**src/rtl/spi_prog_loader.sv**
```systemverilog
// Serial program/data loader: takes {data, addr} frames over valid/ready and
// shifts them LSB-first to the processor load port under a per-frame select.
module spi_prog_loader #(
  parameter int unsigned FRAME_W    = 12,
  parameter int unsigned GAP_CYCLES = 2
) (
  input  logic               clk,
  input  logic               rst_n,
  input  logic [FRAME_W-1:0] frame_data_in,
  input  logic               frame_tgt_in,
  input  logic               frame_valid_in,
  output logic               frame_ready_out,
  input  logic               abort_in,
  output logic               csi_out,
  output logic               csd_out,
  output logic               mosi_out,
  output logic               busy_out,
  output logic               frame_done_out,
  output logic [3:0]         frames_sent_out
);

  localparam int unsigned BIT_CNT_W = (FRAME_W > 1) ? $clog2(FRAME_W) : 1;
  localparam int unsigned GAP_CNT_W = (GAP_CYCLES > 1) ? $clog2(GAP_CYCLES) : 1;
  localparam int unsigned SENT_W    = 4;

  typedef enum logic [1:0] {
    ST_IDLE  = 2'd0,
    ST_SHIFT = 2'd1,
    ST_GAP   = 2'd2
  } state_t;

  state_t               state, state_d;
  logic [FRAME_W-1:0]   shreg, shreg_d;
  logic [BIT_CNT_W-1:0] bit_cnt, bit_cnt_d;
  logic [GAP_CNT_W-1:0] gap_cnt, gap_cnt_d;
  logic                 tgt, tgt_d;
  logic                 csi_d, csd_d, mosi_d, busy_d, done_d;
  logic [SENT_W-1:0]    sent_d;

  // Ready is decoded straight from state so an offered frame is taken at once.
  assign frame_ready_out = (state == ST_IDLE);

  // State and registered-output update.
  always_ff @(posedge clk or negedge rst_n) begin
    if (!rst_n) begin
      state           <= ST_IDLE;
      shreg           <= '0;
      bit_cnt         <= '0;
      gap_cnt         <= '0;
      tgt             <= 1'b0;
      csi_out         <= 1'b0;
      csd_out         <= 1'b0;
      mosi_out        <= 1'b0;
      busy_out        <= 1'b0;
      frame_done_out  <= 1'b0;
      frames_sent_out <= '0;
    end else begin
      state           <= state_d;
      shreg           <= shreg_d;
      bit_cnt         <= bit_cnt_d;
      gap_cnt         <= gap_cnt_d;
      tgt             <= tgt_d;
      csi_out         <= csi_d;
      csd_out         <= csd_d;
      mosi_out        <= mosi_d;
      busy_out        <= busy_d;
      frame_done_out  <= done_d;
      frames_sent_out <= sent_d;
    end
  end

  // Next state; outputs are computed one cycle ahead so selects never glitch.
  always_comb begin
    state_d   = state;
    shreg_d   = shreg;
    bit_cnt_d = bit_cnt;
    gap_cnt_d = gap_cnt;
    tgt_d     = tgt;
    csi_d     = 1'b0;
    csd_d     = 1'b0;
    mosi_d    = 1'b0;
    done_d    = 1'b0;
    sent_d    = frames_sent_out;

    case (state)
      ST_IDLE: begin
        if (frame_valid_in) begin
          state_d   = ST_SHIFT;
          shreg_d   = frame_data_in;
          tgt_d     = frame_tgt_in;
          bit_cnt_d = '0;
          csi_d     = ~frame_tgt_in;
          csd_d     = frame_tgt_in;
          mosi_d    = frame_data_in[0];
        end
      end

      ST_SHIFT: begin
        shreg_d   = shreg >> 1;
        bit_cnt_d = bit_cnt + BIT_CNT_W'(1);
        // Abort wins over completion on the final bit edge.
        if (abort_in) begin
          state_d   = ST_GAP;
          gap_cnt_d = '0;
        end else if (bit_cnt == BIT_CNT_W'(FRAME_W - 1)) begin
          state_d   = ST_GAP;
          gap_cnt_d = '0;
          done_d    = 1'b1;
          sent_d    = frames_sent_out + SENT_W'(1);
        end else begin
          csi_d  = ~tgt;
          csd_d  = tgt;
          mosi_d = shreg_d[0];
        end
      end

      ST_GAP: begin
        gap_cnt_d = gap_cnt + GAP_CNT_W'(1);
        if (gap_cnt == GAP_CNT_W'(GAP_CYCLES - 1)) begin
          state_d   = ST_IDLE;
          gap_cnt_d = '0;
        end
      end

      default: state_d = ST_IDLE;
    endcase

    busy_d = (state_d != ST_IDLE);
  end

endmodule

```
**config.mk**
```make
export PLATFORM = sky130hd
export DESIGN_NAME = spi_prog_loader
export DESIGN_NICKNAME = d
export VERILOG_FILES = /design/src/rtl/spi_prog_loader.sv
export SDC_FILE = /design/constraint.sdc
export NUM_CORES = 1
export LEC_CHECK = 0
export BUFFER_PORTS_ARGS = -buffer_cell sky130_fd_sc_hd__buf_4
export CAP_MARGIN = 5
export CORE_MARGIN = 2
export CORE_UTILIZATION = 33
export DETAILED_ROUTE_END_ITERATION = 8
export GPL_TIMING_DRIVEN = 0
export SLEW_MARGIN = 20
export SYNTH_ARGS = -nofsm -noshare
export SYNTH_HDL_FRONTEND = slang
export SYNTH_SLANG_ARGS = --single-unit
export TNS_END_PERCENT = 10
```
**constraint.sdc**
```tcl
create_clock -name clk -period 3.2 [get_ports clk]
set_clock_uncertainty 0.05 [all_clocks]
set_input_delay 0 -clock clk [delete_from_list [all_inputs] [get_ports clk]]
set_output_delay 0 -clock clk [all_outputs]
set_load 0.01 [all_outputs]
```
======== After elaboration in Yosys (flattened, before gate mapping) ========
Index checks and enable logic that the tools add are counted.
storage, ports and cells
  register bits ........................... 29
  bits of input ports ..................... 17
  output and inout bits ................... 10
  word-level logic and storage cells ...... 58
operators by class
  bitwise operators ....................... 3
  reductions and logical operators ........ 8
  eq/ne operators ......................... 5
  multiplexer cells ....................... 28
  add/sub/neg operators ................... 3
operator list
  kind                                            count
  one-hot mux 12 bit (2 select lines)             1
  two-way mux 1 bit                               15
  two-way mux 12 bit                              1
  adder 4 x 1 -> 4 bit (second input constant)    2
  two-way mux 2 bit                               4
  one-hot mux 1 bit (2 select lines)              4
  one-hot mux 4 bit (2 select lines)              1
  one-hot mux 2 bit (3 select lines)              1
  AND reduction 2 bit                             3
  nonzero test 2 bit                              3
  == test 4 bit (second input constant)           1
  two-way mux 4 bit                               1
  inequality test 3 bit (second input constant)   1
  inverter 1 bit                                  3
  AND reduction 3 bit                             1
  == test 2 x 1 -> 1 bit (second input constant)  1
  == test 2 bit (second input constant)           1
  zero test 2 bit                                 1
  inequality test 2 bit (second input constant)   1
  adder 1 bit (second input constant)             1

======== Logic depth before layout (Yosys ltp) ========
Gate-level depths: netlist of run 1.
  word-level depth ........................ 5
  gate-level depth with buffers ........... 4
  gate-level depth less buffers ........... 4

======== Worst setup path after synthesis of run 1 ========
OpenSTA, ideal clock, no wires.
  path kind ............................... flip-flop to flip-flop
  start ................................... reg bit_cnt[0]
  end ..................................... reg frames_sent_out[1]
  data required time ...................... 3.022 ns
  cell stages (with the launch flop) ...... 5
  arrival ................................. 1.263 ns
  buffers on the path ..................... 0
  slack ................................... 1.759 ns
  period minus slack after synthesis ...... 1.441 ns
  cells stage by stage .................... dfrtp_1 -> ha_1 -> nand3b_4 -> nor3_4 -> mux2_1
on the way
  cells in the longest elaborated chain, start to end .. 2
RTL lines
  what                                  RTL line  text
  start, declared                       34        logic [BIT_CNT_W-1:0] bit_cnt, bit_cnt_d;
  start signal, assigned                60        bit_cnt <= bit_cnt_d;
  == test 4 bit                         105       end else if (bit_cnt == BIT_CNT_W'(FRAME_W - 1)) begin
  AND reduction 3 bit (no source line)  -
  end signal, assigned                  68        frames_sent_out <= sent_d;
  end, declared                         19        output logic [3:0] frames_sent_out
Every way passes these cells.
A chain may end at the register's enable or synchronous reset.

======== Worst setup path in the final report of run 1 ========
  start ................................... reg bit_cnt[1]
  end ..................................... reg frames_sent_out[1]
The elaborated chain is that of the path after synthesis.

==> results of run 1 <==
[sequential cells by signal, indices dropped and copies added (netlist names)]
| register | flops |
|---|---|
| csd_out | 1 |
| frame_done_out | 1 |
| tgt | 1 |
| busy_out | 1 |
| state | 2 |
| gap_cnt | 1 |
| bit_cnt | 4 |
| csi_out | 1 |
| shreg | 11 |
| frames_sent_out | 4 |
| mosi_out | 1 |
[path summary, 6_finish.rpt]
| kind | endpoint | slack (ns) | depth (start not counted) |
|---|---|---|---|
| min in group asynchronous | frames_sent_out[2] | 0.12 | 2 |
| max reg2reg | frames_sent_out[1] | 1.66 | 4 |
| min | shreg[3] | 0.004 | 3 |
| max in group asynchronous | shreg[10] | 2.70 | 2 |
| min reg2reg | frames_sent_out[3] | 0.43 | 1 |
| max | frames_sent_out[1] | 1.66 | 4 |
[worst max-delay path, delay by kind of cell, from the launching register on]
kind	cells	cell delay (ns)
mux	1	0.34
simple gates	2	0.40
fa+ha+maj	1	0.25
flops	1	0.39
[cells by family after synthesis]
| group | after synthesis | synth area share, % |
|---|---|---|
| AO/OA/AOI/OAI | 44 | 19.4 |
| XOR/XNOR | 3 | 1.94 |
| adder cells (fa/ha/maj) | 2 | 1.84 |
| buffers and inverters | 11 | 3.51 |
| flip-flops | 28 | 51.7 |
| multiplexers | 3 | 2.40 |
| AND/OR/NAND/NOR | 41 | 19.3 |
[per-layer routing]
| layer | GRT usage [%] | vias to the layer above | routed length (um) |
|---|---|---|---|
| met5 | 0 | - | 0 |
| li1 | - | 565 | - |
| met2 | 25.5 | 31 | 1500 |
| met1 | 19.8 | 550 | 1350 |
| met4 | 6.75 | 0 | 51 |
| met3 | 2.14 | 5 | 151 |
[timing repair]
action	CTS	global route
hold endpoints to repair	43	0
endpoints found under the setup margin	0	0
hold buffers	15	0
[Yosys cell counts (2+ instances only)]
library cell	instances	area share (%)
dfrtp_1	28	52
a21oi_1	16	5.9
nor2b_1	14	6.5
a22oi_1	10	5.5
nand2_1	8	2.2
o21ai_1	8	3.0
buf_2	5	1.8
nand3_1	5	1.8
o21ai_0	5	1.8
inv_1	4	1.1
nor2_1	3	0.83
xor2_1	3	1.9
clkbuf_1	2	0.55
ha_1	2	1.8
nand4_1	2	0.92
nor4_2	2	1.8
[power by group through the flow]
stage / combinational, mW / clock [mW] / sequential [mW]
4_1_cts: 0.534 / 0.201 / 0.585
3_3_place_gp: 0.502 / 0 / 0.586
3_5_place_dp: 0.519 / 0 / 0.591
2_1_floorplan: 0.352 / 0 / 0.577
5_1_grt: 0.593 / 0.224 / 0.601
6_report: 0.525 / 0.191 / 0.586
[cell type report]
cell class              count  area share (%)
flip-flops and latches     28            38.8
multi-input cells          93            33.7
clock buffers               3            2.29
plain buffers               7            1.80
inverters                   4           0.832
repair buffers             41            19.1
well taps                  50            3.47
[metrics by stage]
stage | area, sq um | std cells | hold slack [ns]
6_report | 1810 | 226 | 0.00351
5_1_grt | 1810 | 226 | 0.0270
4_1_cts | 1810 | 226 | 0.00865
3_5_place_dp | 1610 | 208 | -0.105
3_3_place_gp | 1610 | 208 | -0.113
2_1_floorplan | 1360 | 132 | -0.346
[placed cells by master, fill, tap and decap left out]
cell type,instances
a21oi_1,16
a22o_1,1
a22oi_1,10
a2bb2oi_1,1
a31o_2,1
and3_1,1
buf_2,5
buf_4,26
clkbuf_1,2
clkbuf_8,3
dfrtp_1,28
dlygate4sd3_1,15
ha_1,2
inv_1,4
mux2_1,1
mux2_2,1
mux2i_1,1
nand2_1,8
nand2b_1,1
nand2b_2,1
nand3_1,5
nand3b_4,1
nand4_1,2
nor2_1,3
nor2b_1,14
nor3_1,1
nor3_4,1
nor3b_1,1
nor4_2,2
o21ai_0,5
o21ai_1,8
o21bai_1,1
o311ai_1,1
xor2_1,3
==> implementation parameters, run 1 <==
Parameter                              Value

Yosys
  Synthesized instance count    132
  Number of synthesized register bits    28
  Post-Synthesis Cell Area    1360 sq um
  Synth async-reset ratio    100%
  Top flip-flop cell by instance count after synthesis    dfrtp_1
  Synth cell types    31
  Number of flops mapped to enable cells by yosys    0
  Post-synthesis average cell area    10.3 sq um
  Sequential share of the synthesized area    51.7%
  Count of yosys warnings during synthesis    0
  Synthesized netlist net count    151

Timing
  Smallest setup slack after layout    1.66 ns
  Pins Over Slew Limit    0
  Final clock period utilization by the worst path    48.0%
  Final period demand of the worst path    1.54 ns
  Final setup violating endpoints    0
  Setup TNS    0 ns
  Max Clk Rate    651 MHz
  Setup repair after global routing missed its margin    false
  Hold Fails Final Rpt    0
  Slew @ Worst Pin    0.432 ns
  Relative max-transition margin    71.2%

Floorplan
  Die width    68.1 um
  Count of standard-cell rows    23
  Die ar.    4640 sq um
  Die H    68.1 um
  Initial core utilization    34.2%
  Ports placed on the boundary    27
  CORE AREA    3970 sq um

Placement
  Worst Setup Slack post-DPL    1.66 ns
  Number of buffers inserted by port buffering    26
  Final Wtd Congestion    0.714
  Placed wire-length estimate    2.20 mm

Critical path
  Crit. End Element    register
  Crit path arrival time    1.65 ns
  Library cell contributing the largest single delay on the critical path    dfrtp_1
  Crit path required time    3.31 ns
  Highest cell delay on the worst timing path    0.39 ns
  Worst setup SP type    register
  Series of cell instances along the critical path    ha_1 -> nand3b_4 -> nor3_4 -> mux2_1
  Crit-path max FO    8
  Start of the worst register-to-register path    bit_cnt[1]
  Start point of the critical path    bit_cnt[1]
  Classification of the worst setup path    reg2reg

Finish
  Utilization after layout    45.5%
  Diode insertion count for antenna repair    0
  Post-layout net count    197
  Area of combinational cells with multiple inputs    608 sq um
  Synth-to-Final Area Change    33.1%
  Sequential cell area    701 sq um
  Fraction of final layout cells sized beyond drive strength 1    23.3%
  Number of fill cells in the layout    401

Clock tree
  Source-to-sink clock delay at the later pin of the worst-skew pair    0.28 ns
  Clock slew seen by the registers of the worst setup and hold paths    0.09 ns
  Root cell of the clock tree    clkbuf_8
  Maximum buffer depth of the clock tree    2
  Number of setup buffers added after CTS    0
  Post-CTS Resized    0
  Clock buffer count from CTS    3
  Number of sinks on the clock net    28
  CTS tree    yes
  CTS H-Tree Depth    1

Detailed routing
  Number of vias per cell after detailed routing    5.09
  # DRC    0
  1st-pass router iterations    4
  WL/cell    13.5 um
  Total length of routed wires    3.05 mm
  Antenna violation net count after detailed routing    0
  Starting DRT DRC Count    63
  Vias after detailed routing    1,151

Global route
  Number of antenna violations at the first check in global routing    0
  Wire length of the first global-routing pass    5.21 mm
  GR Overflow Total    0
  Total GRT Usage    15.3%
  Largest net degree at the start of global routing    29
  Vias in the first global route    1,122

Pwr
  Proportion of power drawn by combinational gates    40.3%
  Highest ir drop seen on vdd    0.000252 V
  Net Sw Frac    37.3%
  Leakage power total    0.833 nW
  Power Internal    0.816 mW
  Switching power total    0.486 mW
  Total power per unit cell area    721 nW/um^2
  Clock power frac    14.7%
  Total power consumption of the routed design    1.30 mW
  Fraction of power consumed by sequential logic    45.0%

Min path
  Class of the most critical hold timing path    in2reg
  Critical hold path startpoint    frame_data_in[3]

Outcome
  Result of the run    finished clean

Run
  Max capacitance violation total    0
Note: power is estimated with default switching activity, not from simulation.
==> run 2: changes to the inputs <==
clock period = 1.37 ns   (was 3.2 ns; I/O delays follow)
==> implementation parameters, run 2 (same netlist as run 1, synthesis figures left out) <==
Parameter                              Value

Outcome
  Result of the run    finished clean

Clock tree
  Source-to-sink clock delay at the later pin of the worst-skew pair    0.27 ns (about the same)
  CTS tree    yes
  Clock buffer count from CTS    3 (unchanged)
  Number of sinks on the clock net    28 (unchanged)
  Maximum buffer depth of the clock tree    2 (unchanged)
  Root cell of the clock tree    clkbuf_8
  Clock slew seen by the registers of the worst setup and hold paths    0.09 ns (about the same)
  CTS H-Tree Depth    1 (unchanged)

Critical path
  Crit. End Element    register
  Highest cell delay on the worst timing path    0.46 ns (+0.07 ns)
  Sum of buffers and inverters on the critical path    0 (unchanged)
  Library cell contributing the largest single delay on the critical path    dfrtp_2
  Series of cell instances along the critical path    nand2b_4 -> nor3_4 -> mux2_4
  Crit path arrival time    1.44 ns (-0.21 ns)
  Crit-path max FO    7 (-1)
  Crit path required time    1.48 ns (-1.83 ns)
  Classification of the worst setup path    reg2reg
  Worst setup SP type    register
  Cell family with most CP delay    flip-flops

Min path
  Class of the most critical hold timing path    in2reg

Timing
  Hold Fails Final Rpt    0 (unchanged)
  Setup TNS    0 ns (unchanged)
  Relative max-transition margin    75.5% (+4.3 points)
  Slew @ Worst Pin    0.367 ns (-0.0651 ns)
  Min Hold Slack    0.0169 ns (+0.0134 ns)
  Pins Over Slew Limit    0 (unchanged)
  Final clock period utilization by the worst path    96.9% (+49 points)
  Smallest setup slack after layout    0.0421 ns (-1.62 ns)
  Final period demand of the worst path    1.33 ns (-0.208 ns)
  Final setup violating endpoints    0 (unchanged)
  Setup repair after global routing missed its margin    true
  Max Clk Rate    753 MHz (+16%)

Detailed routing
  # DRC    0 (unchanged)
  Number of vias per cell after detailed routing    5.07 (-0.38%)
  Vias after detailed routing    1,172 (+1.8%)
  WL/cell    13.8 um (+2.5%)
  Starting DRT DRC Count    28 (-56%)
  1st-pass router iterations    4 (unchanged)
  Antenna violation net count after detailed routing    0 (unchanged)
  Total length of routed wires    3.19 mm (+4.8%)

Global route
  Wire length of the first global-routing pass    5.44 mm (+4.5%)
  Vias in the first global route    1,217 (+8.5%)
  Number of antenna violations at the first check in global routing    0 (unchanged)
  Largest net degree at the start of global routing    29 (unchanged)
  Total GRT Usage    15.6% (+0.30 points)
  GR Overflow Total    0 (unchanged)

Floorplan
  Die ar.    4640 sq um (unchanged)
  Die H    68.1 um (unchanged)
  CORE AREA    3970 sq um (unchanged)
  Die width    68.1 um (unchanged)
  Initial core utilization    34.2% (unchanged)
  Ports placed on the boundary    27 (unchanged)
  Count of standard-cell rows    23 (unchanged)

Finish
  Fraction of final layout cells sized beyond drive strength 1    29.8% (+6.5 points)
  Largest registers in the final layout    shreg x11, bit_cnt x4, frames_sent_out x4
  Area of combinational cells with multiple inputs    636 sq um (+4.5%)
  Synth-to-Final Area Change    38.7%
  Final std cells w/o fill    231 (+2.2%)
  Final std cell area, no fill    1880 sq um (+4.2%)
  Sequential cell area    702 sq um (+0.18%)
  Top library cells by usage in the layout, fill and taps aside    buf_4, dfrtp_1, a21oi_1, dlygate4sd3_1, nor2b_1
  Reg with most FFs    shreg
  Diode insertion count for antenna repair    0 (unchanged)
  Post-layout net count    201 (+2.0%)
  Most frequent standard cell in the layout excluding fill and tap cells    buf_4
  Number of fill cells in the layout    388 (-3.2%)
  Largest register FFs    11 (unchanged)

Placement
  Placed cell areas    1630 sq um (+1.0%)
  Placed wire-length estimate    2.13 mm (-2.9%)
  Worst Setup Slack post-DPL    -0.116 ns (-1.78 ns)
  Final Wtd Congestion    0.700 (-1.9%)
  Instance count after placement with tap cells included    208 (unchanged)
  Number of buffers inserted by port buffering    26 (unchanged)

Run
  Max capacitance violation total    0 (unchanged)

Pwr
  Total power per unit cell area    1720 nW/um^2 (+140%)
  Highest ir drop seen on vdd    0.000709 V (+180%)
  Leakage power total    0.871 nW (+4.6%)
[run 2: cell types whose count changed in the layout (fill, tap and decap cells not counted), sizes merged]
cell / change
dlygate4sd3: -1
clkbuf: +2
buf: +4
[run 2: metal layers]
| metal | track usage (%) | part of all wire [%] | vias up |
|---|---|---|---|
| li1 | - | - | 564 |
| met1 | 18.5 | 44 | 574 |
| met3 | 1.97 | 3.8 | 2 |
| met5 | 0 | 0 | - |
| met2 | 28.9 | 52 | 32 |
| met4 | 5.25 | 0.60 | 0 |
[run 2: layout make-up]
class,count,area share [%]
Timing Repair Buffer,45,19.8
Inverter,4,0.798
Clock buffer,4,2.93
Multi-Input combinational cell,93,33.8
Buffer,7,2.00
Tap cell,50,3.33
Sequential cell,28,37.3
[run 2: worst register-to-register path, stage by stage (launching register included)]
cell,delay (ns)
dfrtp_2,0.46
nand2b_4,0.20
nor3_4,0.20
mux2_4,0.31
[run 2: final timing paths]
kind,startpoint,endpoint,slack [ns],depth (start not counted)
worst max-delay path,state[1],frames_sent_out[1],0.04,3
worst min-delay path,frame_valid_in,state[0],0.02,3
worst max register to register,state[1],frames_sent_out[1],0.04,3
worst min register to register,frames_sent_out[3],frames_sent_out[3],0.42,1
max in group asynchronous,rst_n,state[1],0.85,2
min in group asynchronous,rst_n,frames_sent_out[3],0.13,2
[run 2: power by group]
part	internal, mW	switching (mW)	total (mW)
Clock	0.257	0.252	0.509
Combinational	0.648	0.688	1.34
Sequential	1.13	0.254	1.39
[run 2: timing repair]
item | 4_1_cts | 5_1_grt
resized for setup | 3 | 4
setup endpoints to repair | 2 | 17
pin swaps | 1 | 1
hold buffers | 14 | 0
setup buffers | 4 | 1
hold endpoints to repair | 43 | 0
[run 2: metrics by stage]
step	total power, mW	utilization (%)
6_report	3.23	47.4
5_1_grt	3.50	47.4
4_1_cts	3.23	46.9
3_5_place_dp	2.62	41.1
3_3_place_gp	2.56	41.1
2_1_floorplan	2.19	-
==> run 3: changes to the inputs <==
ABC_CLOCK_PERIOD_IN_PS = 1370   (was unset)
CORE_UTILIZATION = 48   (was 33)
PLACE_DENSITY = 0.74   (was unset)
==> implementation parameters, run 3 (same netlist as run 1, synthesis figures left out) <==
Parameter                              Value

Outcome
  Result of the run    finished with violations
  Failing checks    negative setup slack

Pwr
  Leakage power total    0.871 nW (about the same)
  Total power per unit cell area    1640 nW/um^2 (-4.8%)
  Highest ir drop seen on vdd    0.000983 V (+39%)

Finish
  Final std cell area, no fill    1850 sq um (-1.4%)
  Reg with most FFs    shreg
  Top library cells by usage in the layout, fill and taps aside    buf_4, dfrtp_1, dlygate4sd3_1, a21oi_1, nor2b_1
  Post-layout net count    204 (+1.5%)
  Fraction of final layout cells sized beyond drive strength 1    29.5% (-0.33 points)
  Largest registers in the final layout    shreg x11, bit_cnt x4, frames_sent_out x4
  Synth-to-Final Area Change    36.7%
  Most frequent standard cell in the layout excluding fill and tap cells    buf_4
  Diode insertion count for antenna repair    0 (unchanged)
  Largest register FFs    11 (unchanged)

Critical path
  Cell family with most CP delay    flip-flops
  Sum of buffers and inverters on the critical path    0 (unchanged)
  Crit path required time    1.55 ns (+0.07 ns)
  FF-to-FF setup slack    -0.03 ns (-0.07 ns)
  Reg2reg path depth    4 (+1)
  Series of cell instances along the critical path    ha_4 -> nand3b_4 -> nor3_4 -> mux2_4
  Crit path arrival time    1.58 ns (+0.14 ns)
  Start of the worst register-to-register path    bit_cnt[1]
  Crit path depth    4 (+1)
  Highest cell delay on the worst timing path    0.42 ns (-0.04 ns)
  Library cell contributing the largest single delay on the critical path    dfrtp_1
  Crit. End Element    register
  End of the worst register-to-register path    frames_sent_out[1]
  Worst setup SP type    register
  Crit-path max FO    4 (-3)
  Classification of the worst setup path    reg2reg
  Start point of the critical path    bit_cnt[1]

Detailed routing
  Vias after detailed routing    1,158 (-1.2%)
  Total length of routed wires    2.99 mm (-6.3%)
  Starting DRT DRC Count    50 (+79%)
  Antenna violation net count after detailed routing    0 (unchanged)
  Number of vias per cell after detailed routing    5.41 (+6.7%)
  1st-pass router iterations    4 (unchanged)
  WL/cell    14.0 um (+1.1%)
  # DRC    0 (unchanged)

Clock tree
  CTS H-Tree Depth    1 (unchanged)
  Source-to-sink clock delay at the later pin of the worst-skew pair    0.32 ns (+0.05 ns)
  Number of sinks on the clock net    28 (unchanged)
  Maximum buffer depth of the clock tree    2 (unchanged)
  Clock slew seen by the registers of the worst setup and hold paths    0.14 ns (+0.05 ns)
  Clock buffer count from CTS    3 (unchanged)
  CTS tree    yes
  Root cell of the clock tree    clkbuf_4

Timing
  Max Clk Rate    715 MHz (-5.0%)
  Slew @ Worst Pin    0.352 ns (-0.0143 ns)
  Smallest setup slack after layout    -0.0281 ns (-0.0702 ns)
  Pins Over Slew Limit    0 (unchanged)
  Setup repair after global routing missed its margin    true
  Final period demand of the worst path    1.40 ns (+0.0702 ns)
  Hold Fails Final Rpt    0 (unchanged)
  Final setup violating endpoints    1 (+1)
  Relative max-transition margin    76.5% (+0.96 points)
  Final clock period utilization by the worst path    102% (+5.1 points)

Global route
  Vias in the first global route    1,093 (-10%)
  Largest net degree at the start of global routing    29 (unchanged)
  Number of antenna violations at the first check in global routing    0 (unchanged)
  Wire length of the first global-routing pass    5.11 mm (-6.2%)
  GR Overflow Total    0 (unchanged)
  Total GRT Usage    20.0% (+4.4 points)

Min path
  Class of the most critical hold timing path    in2async

Floorplan
  Count of standard-cell rows    19 (-17%)
  Ports placed on the boundary    27 (unchanged)
  Die H    57.2 um (-16%)
  Initial core utilization    50.0% (+16 points)
  Die width    57.2 um (-16%)
  Die ar.    3270 sq um (-30%)
  CORE AREA    2710 sq um (-32%)

Placement
  Number of buffers inserted by port buffering    26 (unchanged)
  Placed cell areas    1610 sq um (-1.5%)
  Final Wtd Congestion    0.772 (+10%)
  Placed wire-length estimate    2.01 mm (-5.7%)
  Worst Setup Slack post-DPL    -0.151 ns (-0.0352 ns)

Run
  Max capacitance violation total    0 (unchanged)
run 3: cell types whose count changed in the layout (fill, tap and decap cells not counted), sizes merged:
cell,change
clkbuf,-2
dlygate4sd3,+2
buf,+2
run 3: worst max path at each step:
stage                              end  slack, ns
finish              frames_sent_out[1]      -0.03
global route        frames_sent_out[1]      -0.08
CTS                 frames_sent_out[1]      -0.07
detailed placement  frames_sent_out[1]      -0.15
global placement    frames_sent_out[1]      -0.10
floorplan           frames_sent_out[1]      -0.03
run 3: where the power goes:
part / switching (mW) / total (mW) / internal (mW)
combinational: 0.674 / 1.33 / 0.655
clock: 0.233 / 0.336 / 0.103
sequential: 0.239 / 1.37 / 1.13
run 3: cell type report:
class / instances / area, sq um
Fill cell: 224 / 856
Sequential cell: 28 / 701
Multi-Input combinational cell: 93 / 639
Timing Repair Buffer: 48 / 400
Tap cell: 31 / 38.8
Buffer: 7 / 37.5
Clock buffer: 3 / 22.5
Inverter: 4 / 15.0
run 3: per-layer routing:
| layer | up-vias | GRT usage (%) | part of all wire, % |
|---|---|---|---|
| li1 | 573 | - | - |
| met3 | 2 | 2.04 | 3.6 |
| met1 | 555 | 29.0 | 45 |
| met4 | 0 | 5.98 | 0.50 |
| met2 | 28 | 32.0 | 51 |
| met5 | - | 0 | 0 |
run 3: repair_timing:
| item | 4_1_cts | 5_1_grt |
|---|---|---|
| hold buffers | 16 | 0 |
| pin swaps | 1 | 1 |
| hold endpoints to repair | 47 | 0 |
| setup endpoints to repair | 3 | 12 |
| gates cloned | 0 | 0 |
| gates resized for setup | 2 | 6 |
| setup buffers | 3 | 3 |
run 3: stage by stage:
step	power (mW)	hold slack, ns	TNS, ns	utilization (%)	std cells
finish	3.03	0.0575	-0.0281	68.4	214
global placement	2.55	-0.115	-0.102	59.3	189
floorplan	2.19	-0.346	-0.0335	-	132
CTS	2.99	0.0655	-0.0698	66.9	211
global route	3.27	0.0777	-0.214	68.4	214
detailed placement	2.60	-0.110	-0.151	59.3	189
